===== config.mk =====
export PLATFORM = sky130hd
export DESIGN_NAME = movegen_sequencer
export DESIGN_NICKNAME = d
export VERILOG_FILES = /design/src/rtl/movegen_sequencer.sv
export SDC_FILE = /design/constraint.sdc
export NUM_CORES = 1
export LEC_CHECK = 0
export BUFFER_PORTS_ARGS = -buffer_cell sky130_fd_sc_hd__clkbuf_2
export CORE_ASPECT_RATIO = 0.8
export CORE_MARGIN = 3
export CORE_UTILIZATION = 64
export CTS_BUF_LIST = sky130_fd_sc_hd__clkbuf_8 sky130_fd_sc_hd__clkbuf_16
export CTS_CLUSTER_DIAMETER = 60
export DETAILED_ROUTE_END_ITERATION = 12
export HOLD_SLACK_MARGIN = 0.05
export PLACE_DENSITY = 0.85
export SYNTH_ARGS = -nofsm -noshare
export SYNTH_HDL_FRONTEND = slang
export SYNTH_SLANG_ARGS = --single-unit

===== constraint.sdc =====
create_clock -name clk -period 3.7 [get_ports clk]
set_input_delay 0.185 -clock clk [delete_from_list [all_inputs] [get_ports clk]]
set_output_delay 0.185 -clock clk [all_outputs]
set_load 0.01 [all_outputs]

===== src/rtl/movegen_sequencer.sv =====
// movegen_sequencer: drives the attack-array core over its command bus to enumerate
// captures in MVV-LVA order and streams them out over a valid/ready handshake.
module movegen_sequencer #(
   parameter int RESULT_LAT = 1,
   parameter int MAX_MOVES  = 255
) (
   input  logic       clk,
   input  logic       rst_n,
   input  logic       start,
   input  logic       wtm,
   input  logic       abort,
   output logic [7:0] core_cmd,
   output logic [7:0] core_data,
   input  logic [7:0] core_result,
   output logic       move_valid,
   input  logic       move_ready,
   output logic [5:0] move_from,
   output logic [5:0] move_to,
   output logic [7:0] move_count,
   output logic       busy,
   output logic       done,
   output logic       illegal_pos
);
   typedef enum logic [3:0] {
      IDLE, V_CLR, V_REPLAY, V_FIND, V_WAIT, A_CLR, A_FIND, A_WAIT, EMIT, A_DIS, FINISH
   } state_t;
   localparam logic [1:0] LAT  = RESULT_LAT[1:0];
   localparam logic [7:0] MAXC = MAX_MOVES[7:0];
   state_t      state_q;
   logic [63:0] vdone_q;
   logic [5:0]  scan_q, victim_q, aggr_q;
   logic [1:0]  wcnt_q;
   logic [7:0]  cmd_q, data_q, count_q;
   logic        wtm_q, valid_q, busy_q, done_q, illegal_q;
   logic [7:0]  count_d;
   assign count_d     = count_q + {7'd0, count_q != 8'hFF};
   assign core_cmd    = cmd_q;
   assign core_data   = data_q;
   assign move_valid  = valid_q;
   assign move_from   = aggr_q;
   assign move_to     = victim_q;
   assign move_count  = count_q;
   assign busy        = busy_q;
   assign done        = done_q;
   assign illegal_pos = illegal_q;
   // Commands are registered, so each one appears on the bus in the cycle after
   // the state that issues it; wait states count from that presentation cycle.
   always_ff @(posedge clk or negedge rst_n) begin
      if (!rst_n) begin
         state_q   <= IDLE;
         vdone_q   <= '0;
         scan_q    <= '0;
         victim_q  <= '0;
         aggr_q    <= '0;
         wcnt_q    <= '0;
         cmd_q     <= 8'h00;
         data_q    <= 8'h00;
         count_q   <= 8'h00;
         wtm_q     <= 1'b0;
         valid_q   <= 1'b0;
         busy_q    <= 1'b0;
         done_q    <= 1'b0;
         illegal_q <= 1'b0;
      end else begin
         cmd_q  <= 8'h00;
         data_q <= 8'h00;
         done_q <= 1'b0;
         if (abort && state_q != IDLE) begin
            state_q <= IDLE;
            busy_q  <= 1'b0;
            valid_q <= 1'b0;
         end else begin
            case (state_q)
               IDLE: if (start) begin
                  wtm_q     <= wtm;
                  vdone_q   <= '0;
                  count_q   <= 8'h00;
                  illegal_q <= 1'b0;
                  busy_q    <= 1'b1;
                  state_q   <= V_CLR;
               end
               V_CLR: begin
                  cmd_q   <= 8'hC0;
                  scan_q  <= '0;
                  state_q <= V_REPLAY;
               end
               V_REPLAY: begin
                  if (vdone_q[scan_q]) begin
                     cmd_q  <= {6'b110100, scan_q[5:4]};
                     data_q <= {scan_q[3:0], 4'b0000};
                  end
                  scan_q <= scan_q + 6'd1;
                  if (scan_q == 6'd63) state_q <= V_FIND;
               end
               V_FIND: begin
                  cmd_q   <= 8'hE0;
                  data_q  <= {7'd0, wtm_q};
                  wcnt_q  <= '0;
                  state_q <= V_WAIT;
               end
               V_WAIT: begin
                  if (wcnt_q != LAT) wcnt_q <= wcnt_q + 2'd1;
                  else if (core_result[7] || core_result[6]) begin
                     illegal_q <= core_result[7];
                     busy_q    <= 1'b0;
                     done_q    <= 1'b1;
                     state_q   <= FINISH;
                  end else begin
                     victim_q <= core_result[5:0];
                     state_q  <= A_CLR;
                  end
               end
               A_CLR: begin
                  cmd_q   <= 8'hC0;
                  state_q <= A_FIND;
               end
               A_FIND: begin
                  cmd_q   <= {6'b111100, victim_q[5:4]};
                  data_q  <= {victim_q[3:0], 3'b000, wtm_q};
                  wcnt_q  <= '0;
                  state_q <= A_WAIT;
               end
               A_WAIT: begin
                  if (wcnt_q != LAT) wcnt_q <= wcnt_q + 2'd1;
                  else if (core_result[6]) begin
                     vdone_q[victim_q] <= 1'b1;
                     state_q           <= V_CLR;
                  end else begin
                     aggr_q  <= core_result[5:0];
                     valid_q <= 1'b1;
                     state_q <= EMIT;
                  end
               end
               EMIT: if (move_ready) begin
                  valid_q <= 1'b0;
                  count_q <= count_d;
                  if (count_d == MAXC) begin
                     busy_q  <= 1'b0;
                     done_q  <= 1'b1;
                     state_q <= FINISH;
                  end else state_q <= A_DIS;
               end
               A_DIS: begin
                  cmd_q   <= {6'b110100, aggr_q[5:4]};
                  data_q  <= {aggr_q[3:0], 4'b0000};
                  state_q <= A_FIND;
               end
               FINISH:  state_q <= IDLE;
               default: state_q <= IDLE;
            endcase
         end
      end
   end
endmodule


== Yosys cells after proc, flatten, opt, wreduce, memory -nomap -nowiden ==
Cells that the tools add are included.
Widths: inputs -> output; s select.

* $add $sub $neg: 3
* Reduce and logical (&&, ||, !) cells: 27
* Equality and inequality tests: 28
* Muxes and demuxes: 52
* Bitwise operators: 5
* $lt $le $gt $ge: 3

{| class="wikitable"
|+ Operator list
! cell !! number
|-
| $mux 64 || 3
|-
| $pmux 64 s2 || 1
|-
| $or 64x64->64 || 1
|-
| $mux 8 || 6
|-
| $pmux 8 s5 || 1
|-
| $pmux 4 s9 || 1
|-
| $mux 4 || 8
|-
| $pmux 8 s4 || 1
|-
| $ne 3x3->1 const B || 8
|-
| $mux 1 || 20
|-
| $eq 4x3->1 const B || 4
|-
| $pmux 8 s2 || 1
|-
| $reduce_and 4->1 || 4
|-
| $reduce_and 5->1 || 3
|-
| $lt 6x7->1 const B || 2
|-
| $ne 2x2->1 const B || 6
|-
| $pmux 6 s2 || 1
|-
| $reduce_bool 2->1 || 5
|-
| $add 8x1->8 || 1
|-
| $eq 4x2->1 const B || 2
|-
| $eq 4x4->1 const B || 2
|-
| $eq 8x8->1 const B || 1
|-
| $ne 8x8->1 const B || 1
|-
| $reduce_bool 4->1 || 2
|-
| other kinds (21) || 33
|}

* Logic and storage cells: 132
* Output and inout bits: 40
* Input bits: 14
* Flip-flop bits (word level): 117

== Depth between registers and ports, before layout ==
Gate-level depths: netlist (run 1).

* Word-level depth: 8
* Depth in mapped cells: 11
* Mapped depth without buffers: 9

== Worst setup path after synthesis (run 1) ==
OpenSTA, ideal clock, no wires.

* Kind: register to register
* From: register count_q[4] (netlist: move_count[4])
* To: register state_q[0]
* Cell stages (with the launch flop): 12
* Arrival: 2.267 ns
* Setup time: 0.135 ns
* Period minus slack after synthesis: 2.403 ns
* Slack: 1.297 ns
* Cells stage by stage: dfrtp_1 > clkbuf_1 > and4_1 > nand2_1 > ha_1 > and4_1 > buf_2 > xnor2_1 > a211oi_1 > and2_1 > o22a_1 > o32ai_1

* Word-level cells in the longest chain between the ends: 7

{| class="wikitable"
|+ RTL lines
! item !! line !! source
|-
| start, declared || 33 || <nowiki>logic [7:0] cmd_q, data_q, count_q;</nowiki>
|-
| start signal, assigned || 136 || <nowiki>count_q <= count_d;</nowiki>
|-
| $ne 8x8->1 || 36 || <nowiki>assign count_d = count_q + {7'd0, count_q != 8'hFF};</nowiki>
|-
| $add 8x1->8 (*) || 36 ||
|-
| $eq 8x8->1 (*) || 137 || <nowiki>if (count_d == MAXC) begin</nowiki>
|-
| $mux 2 (*) || 137 ||
|-
| $mux 4 (*) || 134 || <nowiki>EMIT: if (move_ready) begin</nowiki>
|-
| $pmux 4 s9 (*) || 73 || <nowiki>case (state_q)</nowiki>
|-
| $mux 4 (*) || 68 || <nowiki>if (abort && state_q != IDLE) begin</nowiki>
|-
| end signal, assigned || 69 || <nowiki>state_q <= IDLE;</nowiki>
|-
| end signal, assigned || 140 || <nowiki>state_q <= FINISH;</nowiki>
|-
| end signal, assigned || 141 || <nowiki>end else state_q <= A_DIS;</nowiki>
|-
| end, declared || 29 || <nowiki>state_t state_q;</nowiki>
|}

Mark *: on every way between the ends. The rest lies on a longest branch, timed or not. The select of a mux whose other input is x is not followed.
A chain may end at the register's enable or synchronous reset.

== Worst setup path after layout (run 1) ==
* From: register state_q[1]
* To: register vdone_q[7]

* Word-level cells in the longest chain between the ends: 4
* Elaborated cells on any way between the ends: 11
* Those cells by class: 4 x eq/ne; 1 x mux; 1 x bitwise; 5 x reduce/logical

{| class="wikitable"
|+ RTL lines
! item !! line !! source
|-
| start signal, assigned || 50 || <nowiki>state_q <= IDLE;</nowiki>
|-
| start signal, assigned || 69 ||
|-
| start signal, assigned || 80 || <nowiki>state_q <= V_CLR;</nowiki>
|-
| parallel branches: the longest is 4 deep, another holds $reduce_and 5->1 || -- ||
|-
| end signal, assigned || 51 || <nowiki>vdone_q <= '0;</nowiki>
|-
| end signal, assigned || 76 || <nowiki>vdone_q <= '0;</nowiki>
|-
| end signal, assigned by index || 126 || <nowiki>vdone_q[victim_q] <= 1'b1;</nowiki>
|-
| end, declared || 30 || <nowiki>logic [63:0] vdone_q;</nowiki>
|}

Several ways; the timed one is not identified.

==> key figures, run 1 <==
Placement
  • # port buffers: 48
  • Cell count after placement: 724
  • HPWL Detailed: 9980 um
  • Placer Congestion: 0.921

Die
  • Die Span X: 112 um
  • Die ar.: approximately 10000 um2
  • I/O pins: 54
  • Starting Density: 66.6%
  • Row Count: 30
  • Die H: 90.6 um
  • Core Region: 8600 um2

Min path
  • Min-Delay Path Class: in -> reg

Route
  • Initial detailed-routing violation count: 514
  • Routed WL: 14100 um
  • TritonRoute pass-1 iters: 5
  • Vias per cell: 6.35
  • Via count: 4729
  • Detail Route Antenna Nets: 0
  • Wire per inst: roughly 19 um
  • DRC violations left: 0

Timing
  • Fin crit share: 76.0%
  • Post-route minimum period: 2.81 ns
  • FMAX: about 360 MHz
  • Pins over their slew limit: 0
  • Setup Skew: around 0.02 ns
  • Setup tns final: 0 ns
  • Worst-Margin Slew: 0.990 ns
  • Final Setup Violations: 0
  • Max_slew headroom: 33.8%
  • Fin. Hold Viols: 0
  • RSZ-0062 raised after global routing: false

CTS
  • CTS buffer count: 9
  • Clk_lat worst skew: 0.38 ns
  • CTS clk-pin slew, worst paths: 0.12 ns
  • CTS tree: built
  • # Post-CTS Setup Buffers: 0
  • Num Clock Sinks: between 100 and 150
  • Bufs on Longest Clock Path: 2
  • Root Buffer: clkbuf_8
  • CTS H-tree depth: 3

Final layout
  • NumNets Final: 646
  • Fillers: 635
  • Commonest non-fill, non-tap cells in the layout: dfrtp_1, nor2_1, a21oi_1
  • Area growth, synth to finish: 7.91%
  • Sequential standard cell area: 2780 um2
  • Share of cells above drive strength 1: 16.9%
  • Multi-input gate area: 2700 um2
  • Commonest non-fill, non-tap cell in the layout: dfrtp_1
  • N_diodes: 0
  • Final Non-Filler Cells: 745

Worst setup path
  • RR Startpoint: state_q[1]
  • Crit Path Class: reg -> reg
  • Max FO, Critical Path: 24
  • R2r setup slk: 0.89 ns
  • R2r worst-path depth: 6
  • R2r endpoint: vdone_q[7]
  • Setup crit end kind: flip-flop
  • Worst Setup SP: state_q[1]
  • Critical Path Sink: vdone_q[7]
  • Critical Path RT: between 3 and 4 ns
  • Worst Setup Start Kind: flip-flop
  • WP data arrival: 3.11 ns

Yosys
  • Syn avg cell area: 9.52 um2
  • Yosys reg bits: 111
  • Synthesis Warnings: 0
  • Synth area leader: dfrtp_1
  • Top cell type's share of synthesized area: 48.5%
  • Cells after Synth: between 600 and 700
  • Seq/Total Area, Yosys: 48.5%
  • Fraction of registers with async set/reset: 100%
  • Number of flops mapped to enable cells by yosys: 0
  • Cell area after synthesis: 5720 um2
  • Yosys cell types: 63
  • Top area cells in the synthesized netlist: dfrtp_1, a21oi_1, nor2_1
  • Most used DFF post-synth: dfrtp_1

Status
  • Status: complete, no violations

Global route
  • Pin count of the biggest net entering global routing: 58
  • Gr ovfl total: 0
  • Initial antenna violation count: 0
  • Vias in the first global route: 4543
  • Tot GR Track Use: between 20 and 30%
  • Wire length of the first global-routing pass: 23100 um

Power and ir drop
  • Power Density: ~550 nW/um2
  • Leakage power: 0.00289 uW
  • Max IR drop VDD: about 0.00038 V

Job
  • Max-cap violations: 0
Yosys cell counts (6+ instances only):
cell type / n
dfrtp_1: 111
nor2_1: 91
a21oi_1: 86
nand2_1: 45
o21ai_0: 32
clkbuf_1: 22
mux2i_1: 19
a22oi_1: 14
mux2_2: 13
nand3_1: 12
nor2b_1: 12
buf_2: 11
buf_4: 11
nand2b_1: 9
and2_1: 7
and3_1: 7
mux4_2: 7
nor3_1: 7
nor3b_1: 7
o22ai_1: 6
sequential cells by signal, summed over array words and instances, names as in the netlist, 2 cells and up:
register	flops
core_cmd	5
core_data	5
move_count	8
move_from	6
move_to	6
scan_q	6
state_q	4
vdone_q	64
wcnt_q	2
final cells by class:
class | count | share of cell area, %
clock buffers | 9 | 2.01
clock inverters | 7 | 0.932
inverters | 4 | 0.243
multi-input cells | 442 | 43.8
flip-flops and latches | 111 | 45.0
well taps | 112 | 2.27
repair buffers | 60 | 5.79
routing by layer:
layer | part of all wire [%] | vias up | GRT usage (%) | routed length [um]
met5 | 0 | - | 0 | 0
met4 | 1.6 | 0 | 9.32 | 226
met3 | 9.6 | 24 | 5.83 | 1350
met2 | 46 | 260 | 42.5 | 6490
met1 | 43 | 2285 | 42.4 | 6080
li1 | - | 2160 | - | -
cells by family after synthesis:
| logic type | Yosys count | synth area share (%) |
|---|---|---|
| AND/OR/NAND/NOR | 219 | 18.8 |
| buffers and inverters | 52 | 4.50 |
| AO/OA/AOI/OAI | 170 | 17.8 |
| adder cells (fa/ha/maj) | 4 | 0.875 |
| flip-flops | 111 | 48.5 |
| other | 1 | 0.0655 |
| multiplexers | 39 | 8.64 |
| XOR/XNOR | 5 | 0.765 |
critical path: stages (launching register included):
cell and delay (ns):
dfrtp_1 0.65, nor4_1 0.50, and2_2 0.48, a41oi_4 0.14, nor2b_1 0.64, a21oi_1 0.15
nor2_1 0.16
how the worst min path moves through the flow:
stage	startpoint	slack, ns	depth (start not counted)	to
final	core_result[3]	0.06	2	move_to[3]
after global routing	core_result[2]	0.05	2	move_to[2]
after CTS	core_result[0]	0.05	2	move_to[0]
after detailed placement	rst_n	0.27	1	core_cmd[4]
after global placement	rst_n	0.26	1	wcnt_q[1]
after floorplan	rst_n	-0.11	0	busy
where the power goes:
part	leakage, uW	switching (uW)	internal (uW)
logic	0.00126	763	441
clock network	0.0000931	430	254
registers	0.00154	197	1300
what timing repair did:
action / in CTS / in global routing
hold buffers: 3 / 2
resized for setup: 0 / 0
hold endpoints to repair: 56 / 3
stage by stage:
step | hold slack, ns | worst slack, ns | util [%] | power (uW) | cell area [um2]
2_1_floorplan | -0.111 | 1.30 | - | 2410 | 5740
3_5_place_dp | 0.267 | 1.04 | 69.2 | 2690 | 5940
5_1_grt | 0.0508 | 0.701 | 71.8 | 3590 | 6180
6_report | 0.0583 | 0.887 | 71.8 | 3390 | 6180
3_3_place_gp | 0.261 | 1.12 | 69.2 | 2670 | 5940
4_1_cts | 0.0538 | 1.01 | 71.6 | 3370 | 6160
Power figures use the tool's default switching activity.
==> inputs of run 2 (changes only) <==
CORE_UTILIZATION = 54   (was 64)
PLACE_DENSITY = 0.77   (was 0.85)
clock period = 2.4 ns   (was 3.7 ns; I/O delays follow)
==> run 2 against run 1 <==
Fmax grew 26%. Design area increased by 6.9%. First-iteration DRC count fell by 25%. Utilization is 5.6 points lower. Via count up 1.7%. Critical path type unchanged. Critical endpoint is now vdone_q[43].
==> key figures, run 2 (synthesis results as in run 1) <==
Status
  • Status: complete, no violations

Worst setup path
  • Critical Path RT: 2.68 ns (-1.31 ns)
  • Max FO, Critical Path: 10 (-58%)
  • RR Startpoint: state_q[3]
  • Setup crit end kind: flip-flop
  • WP data arrival: 2.52 ns (-0.59 ns)
  • Worst Setup Start Kind: flip-flop
  • Crit Path Class: reg -> reg
  • Worst Setup SP: state_q[3]

Min path
  • Min-Delay Path Class: in -> reg
  • Hold Path Origin: abort

Global route
  • Pin count of the biggest net entering global routing: 52 (-10%)
  • Initial antenna violation count: 0 (unchanged)
  • Vias in the first global route: 4555 (+0.26%)
  • Gr ovfl total: 0 (unchanged)
  • Tot GR Track Use: 25.1% (-3.4 points)
  • Wire length of the first global-routing pass: 23600 um (+2.0%)

Route
  • Detail Route Antenna Nets: 0 (unchanged)
  • DRC violations left: 0 (unchanged)
  • Wire per inst: 17.8 um (-6.1%)
  • Via count: 4808 (+1.7%)
  • TritonRoute pass-1 iters: 5 (unchanged)
  • Initial detailed-routing violation count: 385 (-25%)
  • Vias per cell: 5.99 (-5.7%)
  • Routed WL: 14300 um (+1.2%)

Power and ir drop
  • Max IR drop VDD: 0.000664 V (+76%)
  • Leakage power: 0.00312 uW (+7.7%)
  • P_sw: 2190 uW (+57%)
  • Pint: 3630 uW (+82%)
  • Combinational share of power: 38.8% (+3.2 points)
  • Switching Share: 37.6% (-3.5 points)
  • Seq pwr share: 37.2% (-7.0 points)
  • Power Density: 881 nW/um2 (+61%)
  • Clk network pwr share: 23.9% (+3.7 points)

Final layout
  • Max reg flops: 64 (unchanged)
  • Commonest non-fill, non-tap cells in the layout: dfrtp_1, nor2_1, a21oi_1
  • Commonest non-fill, non-tap cell in the layout: dfrtp_1
  • Top reg by flops: vdone_q
  • NumNets Final: 682 (+5.6%)
  • Area growth, synth to finish: 15.4%
  • Share of cells above drive strength 1: 20.8% (+3.9 points)
  • N_diodes: 0 (unchanged)
  • Util after Layout: 66.2% (-5.6 points)
  • Design area: 6600 um2 (+6.9%)

Placement
  • Pre-CTS WS: 0.119 ns (-0.919 ns)
  • Placer Congestion: 0.950 (+3.2%)
  • # port buffers: 48 (unchanged)
  • HPWL Detailed: 10000 um (+0.39%)
  • Placed inst area: 6220 um2 (+4.6%)

CTS
  • Num Clock Sinks: 111 (unchanged)
  • Root Buffer: clkbuf_16
  • # Post-CTS Setup Buffers: 0 (unchanged)
  • CTS clk-pin slew, worst paths: 0.07 ns (-0.05 ns)
  • CTS H-tree depth: 3 (unchanged)
  • CTS tree: built
  • CTS buffer count: 9 (unchanged)
  • Bufs on Longest Clock Path: 2 (unchanged)
  • Clk_lat worst skew: 0.35 ns (-0.03 ns)

Timing
  • FMAX: 447 MHz (+26%)
  • Worst-Margin Slew: 0.698 ns (-0.293 ns)
  • Pins over their slew limit: 0 (unchanged)
  • Setup Skew: 0.00729 ns (-0.0127 ns)
  • Fin. Hold Viols: 0 (unchanged)
  • Setup tns final: 0 ns (unchanged)
  • Fin crit share: 93.2% (+17 points)
  • Max_slew headroom: 53.4% (+20 points)
  • Post-route minimum period: 2.24 ns (-0.577 ns)
  • Final Setup Violations: 0 (unchanged)
  • RSZ-0062 raised after global routing: true
  • PnR worst setup slack: 0.164 ns (-0.723 ns)

Die
  • Row Count: 32 (+6.7%)
  • Die ar.: 11900 um2 (+17%)
  • Starting Density: 57.4% (-9.2 points)
  • I/O pins: 54 (unchanged)
  • Die H: 98.1 um (+8.3%)
  • Die Span X: 121 um (+8.4%)
  • Core Region: 9970 um2 (+16%)

Job
  • Max-cap violations: 0 (unchanged)
-- run 2: layout make-up --
type / instances / area [um2]
well taps: 136 / 170
multi-input cells: 442 / 2710
fillers: 762 / 3370
clock inverters: 3 / 20.0
inverters: 4 / 15.0
repair buffers: 96 / 657
flip-flops and latches: 111 / 2780
clock buffers: 11 / 253
-- run 2: per-stage QoR --
step | hold slack, ns | power [uW] | instances
final | 0.195 | 5820 | 803
after global routing | 0.221 | 6150 | 803
after CTS | 0.178 | 5810 | 803
after detailed placement | 0.133 | 4400 | 779
after global placement | 0.127 | 4370 | 779
after floorplan | -0.176 | 3720 | 605
-- run 2: final timing paths --
path                                 to  slack, ns  cells past startpoint
setup / recovery            vdone_q[43]       0.16                      6
hold / removal              core_cmd[5]       0.20                      2
setup reg to reg            vdone_q[43]       0.16                      6
hold reg to reg            core_data[0]       0.49                      1
max in group asynchronous    vdone_q[1]       1.41                      3
min in group asynchronous          done       0.28                      2
-- run 2: per-layer routing --
| layer | vias up | global-route usage (%) | part of all wire (%) |
|---|---|---|---|
| met3 | 17 | 7.35 | 8.5 |
| met1 | 2326 | 37.4 | 46 |
| met2 | 223 | 37.1 | 45 |
| met5 | - | 0 | 0 |
| li1 | 2242 | - | - |
| met4 | 0 | 4.79 | 1.1 |
-- run 2: power groups by stage --
stage	logic (uW)	clock network, uW	registers [uW]
2_1_floorplan	1570	0	2150
3_3_place_gp	2170	0	2190
3_5_place_dp	2210	0	2200
4_1_cts	2230	1420	2160
5_1_grt	2460	1500	2180
6_report	2260	1390	2170
-- run 2: critical path, cell delays in order, from the launching register on --
cell	delay (ns)
dfrtp_1	0.45
nand2b_1	0.23
nor2_1	0.27
a41oi_4	0.29
nor3_2	0.65
a21oi_1	0.15
nor2_1	0.12
-- run 2: repair_timing --
| action | in CTS | in global routing |
|---|---|---|
| endpoints found under the setup margin | 0 | 14 |
| hold endpoints to repair | 52 | 0 |
| hold buffers | 10 | 0 |
| gates resized for setup | 0 | 3 |
==> inputs of run 3 (changes only) <==
BUFFER_PORTS_ARGS = -buffer_cell sky130_fd_sc_hd__buf_2   (was -buffer_cell sky130_fd_sc_hd__clkbuf_2)
CORE_MARGIN = 2   (was 3)
==> run 3 against run 2 <==
Sequential power rose by 2%. Clock skew shrank 0.0021 ns. Largest power group is now registers. Non-clock buffer count down 5.
==> key figures, run 3 (synthesis results as in run 1) <==
Worst setup path
  • Worst Setup Start Kind: flip-flop
  • Slowest cell on crit path: nor3_2
  • Setup crit end kind: flip-flop
  • Worst Path Buf+Inv: 1 (+1)
  • Crit Path Class: reg -> reg
  • Delay of the slowest critical-path stage: 0.52 ns (-0.13 ns)
  • CP top delay family: simple AND/OR/NAND/NOR gates
  • WP data arrival: 2.54 ns (+0.02 ns)
  • CP most frequent cell: nor2_1
  • Max FO, Critical Path: 10 (unchanged)
  • Critical Path RT: 2.68 ns (about the same)
  • Critical-path cell list: nand2b_1, nor2_1, a41oi_4, buf_4, nor3_2, a21oi_1, nor2_1

CTS
  • Root Buffer: clkbuf_16
  • CTS buffer count: 9 (unchanged)
  • # Post-CTS Setup Buffers: 0 (unchanged)
  • CTS clk-pin slew, worst paths: 0.07 ns (about the same)
  • Bufs on Longest Clock Path: 2 (unchanged)
  • Clk_lat worst skew: 0.35 ns (about the same)
  • CTS H-tree depth: 3 (unchanged)
  • Num Clock Sinks: 111 (unchanged)
  • CTS tree: built

Final layout
  • Max reg flops: 64 (unchanged)
  • Share of cells above drive strength 1: 21.0% (+0.16 points)
  • Commonest non-fill, non-tap cell in the layout: dfrtp_1
  • Commonest non-fill, non-tap cells in the layout: dfrtp_1, nor2_1, a21oi_1
  • NumNets Final: 677 (-0.73%)
  • Util after Layout: 64.1% (-2.2 points)
  • Top reg by flops: vdone_q
  • N_diodes: 0 (unchanged)
  • Area growth, synth to finish: 15.1%
  • Fillers: 830 (+8.9%)

Route
  • Initial detailed-routing violation count: 397 (+3.1%)
  • TritonRoute pass-1 iters: 5 (unchanged)
  • Via count: 4813 (+0.10%)
  • Wire per inst: 17.8 um (about the same)
  • Routed WL: 14300 um (-0.13%)
  • Detail Route Antenna Nets: 0 (unchanged)
  • Vias per cell: 6.00 (+0.23%)
  • DRC violations left: 0 (unchanged)

Die
  • Die H: 96.1 um (-2.0%)
  • Starting Density: 55.7% (-1.7 points)
  • Row Count: 33 (+3.1%)
  • Die ar.: 11400 um2 (-3.7%)
  • Die Span X: 119 um (-1.7%)
  • I/O pins: 54 (unchanged)
  • Core Region: 10300 um2 (+3.1%)

Timing
  • PnR worst setup slack: 0.132 ns (-0.0317 ns)
  • Post-route minimum period: 2.27 ns (+0.0317 ns)
  • Hold_ws: 0.0914 ns (-0.104 ns)
  • Worst-Margin Slew: 0.800 ns (+0.103 ns)
  • Pins over their slew limit: 0 (unchanged)
  • Fin. Hold Viols: 0 (unchanged)
  • Max_slew headroom: 46.2% (-7.1 points)
  • Fin crit share: 94.5% (+1.3 points)
  • Final Setup Violations: 0 (unchanged)
  • FMAX: 441 MHz (-1.4%)
  • Setup Skew: 0.00519 ns (-0.00210 ns)

Global route
  • Initial antenna violation count: 0 (unchanged)
  • Tot GR Track Use: 26.3% (+1.1 points)
  • Gr ovfl total: 0 (unchanged)
  • Met2 Use GR: 41.3% (+4.2 points)
  • Vias in the first global route: 4585 (+0.66%)
  • Global-route met1 utilization: 36.2% (-1.2 points)
  • Wire length of the first global-routing pass: 23300 um (-1.5%)
  • GRT met3 Usage: 5.63% (-1.7 points)
  • Busiest grt layer: met2
  • Pin count of the biggest net entering global routing: 54 (+3.8%)

Placement
  • HPWL Detailed: 10100 um (+1.1%)
  • # port buffers: 48 (unchanged)
  • Placer Congestion: 0.943 (-0.68%)
  • Pre-CTS WS: 0.0812 ns (-0.0382 ns)

Power and ir drop
  • Power Density: 894 nW/um2 (+1.4%)
  • Pwr Total: 5890 uW (+1.2%)
  • Leakage power: 0.00312 uW (+0.27%)
  • Max IR drop VDD: 0.000409 V (-38%)

Status
  • Status: complete, no violations

Min path
  • Min-Delay Path Class: in -> reg

Job
  • Max-cap violations: 0 (unchanged)
## run 3: where the power goes
part	switching [uW]	total, uW	internal, uW
clock network	644	1470	822
registers	198	2210	2010
logic	1360	2210	857
total	2200	5890	3690
## run 3: repair_timing
| item | in CTS | in global routing |
|---|---|---|
| gates resized for setup | 0 | 7 |
| endpoints found under the setup margin | 0 | 22 |
| endpoints found under the hold margin | 46 | 0 |
| hold buffers | 9 | 0 |
## run 3: routing by layer
layer	share of wire [%]	vias up	wire (um)
met2	45	218	6420
li1	-	2219	-
met1	45	2342	6470
met4	2.0	0	285
met5	0	-	0
met3	7.8	34	1120
## run 3: final cells by class
| class | instances | area, um2 | share of cell area (%) |
|---|---|---|---|
| flip-flops and latches | 111 | 2780 | 42.2 |
| well taps | 140 | 175 | 2.66 |
| clock inverters | 4 | 48.8 | 0.741 |
| clock buffers | 10 | 239 | 3.63 |
| multi-input cells | 442 | 2720 | 41.2 |
| repair buffers | 91 | 613 | 9.30 |
| inverters | 4 | 15.0 | 0.228 |
## run 3: final timing paths
path / slack, ns / startpoint / cells past startpoint / to
max: 0.13 / state_q[3] / 7 / vdone_q[14]
min: 0.09 / move_ready / 3 / done
max reg2reg: 0.13 / state_q[3] / 7 / vdone_q[14]
min reg2reg: 0.49 / wtm_q / 1 / core_data[0]
max in group asynchronous: 1.39 / rst_n / 3 / move_count[5]
min in group asynchronous: 0.26 / rst_n / 2 / illegal_pos
## run 3: stage by stage
stage               std cells  cell area [um2]   TNS (ns)
global placement          779             6190          0
floorplan                 605             5740          0
global route              802             6590  -0.000676
finish                    802             6590          0
CTS                       802             6570          0
detailed placement        779             6190          0
## run 3: worst min-delay path, stage by stage
cell	delay, ns
buf_2	0.11
nand3_1	0.09
a21oi_1	0.07
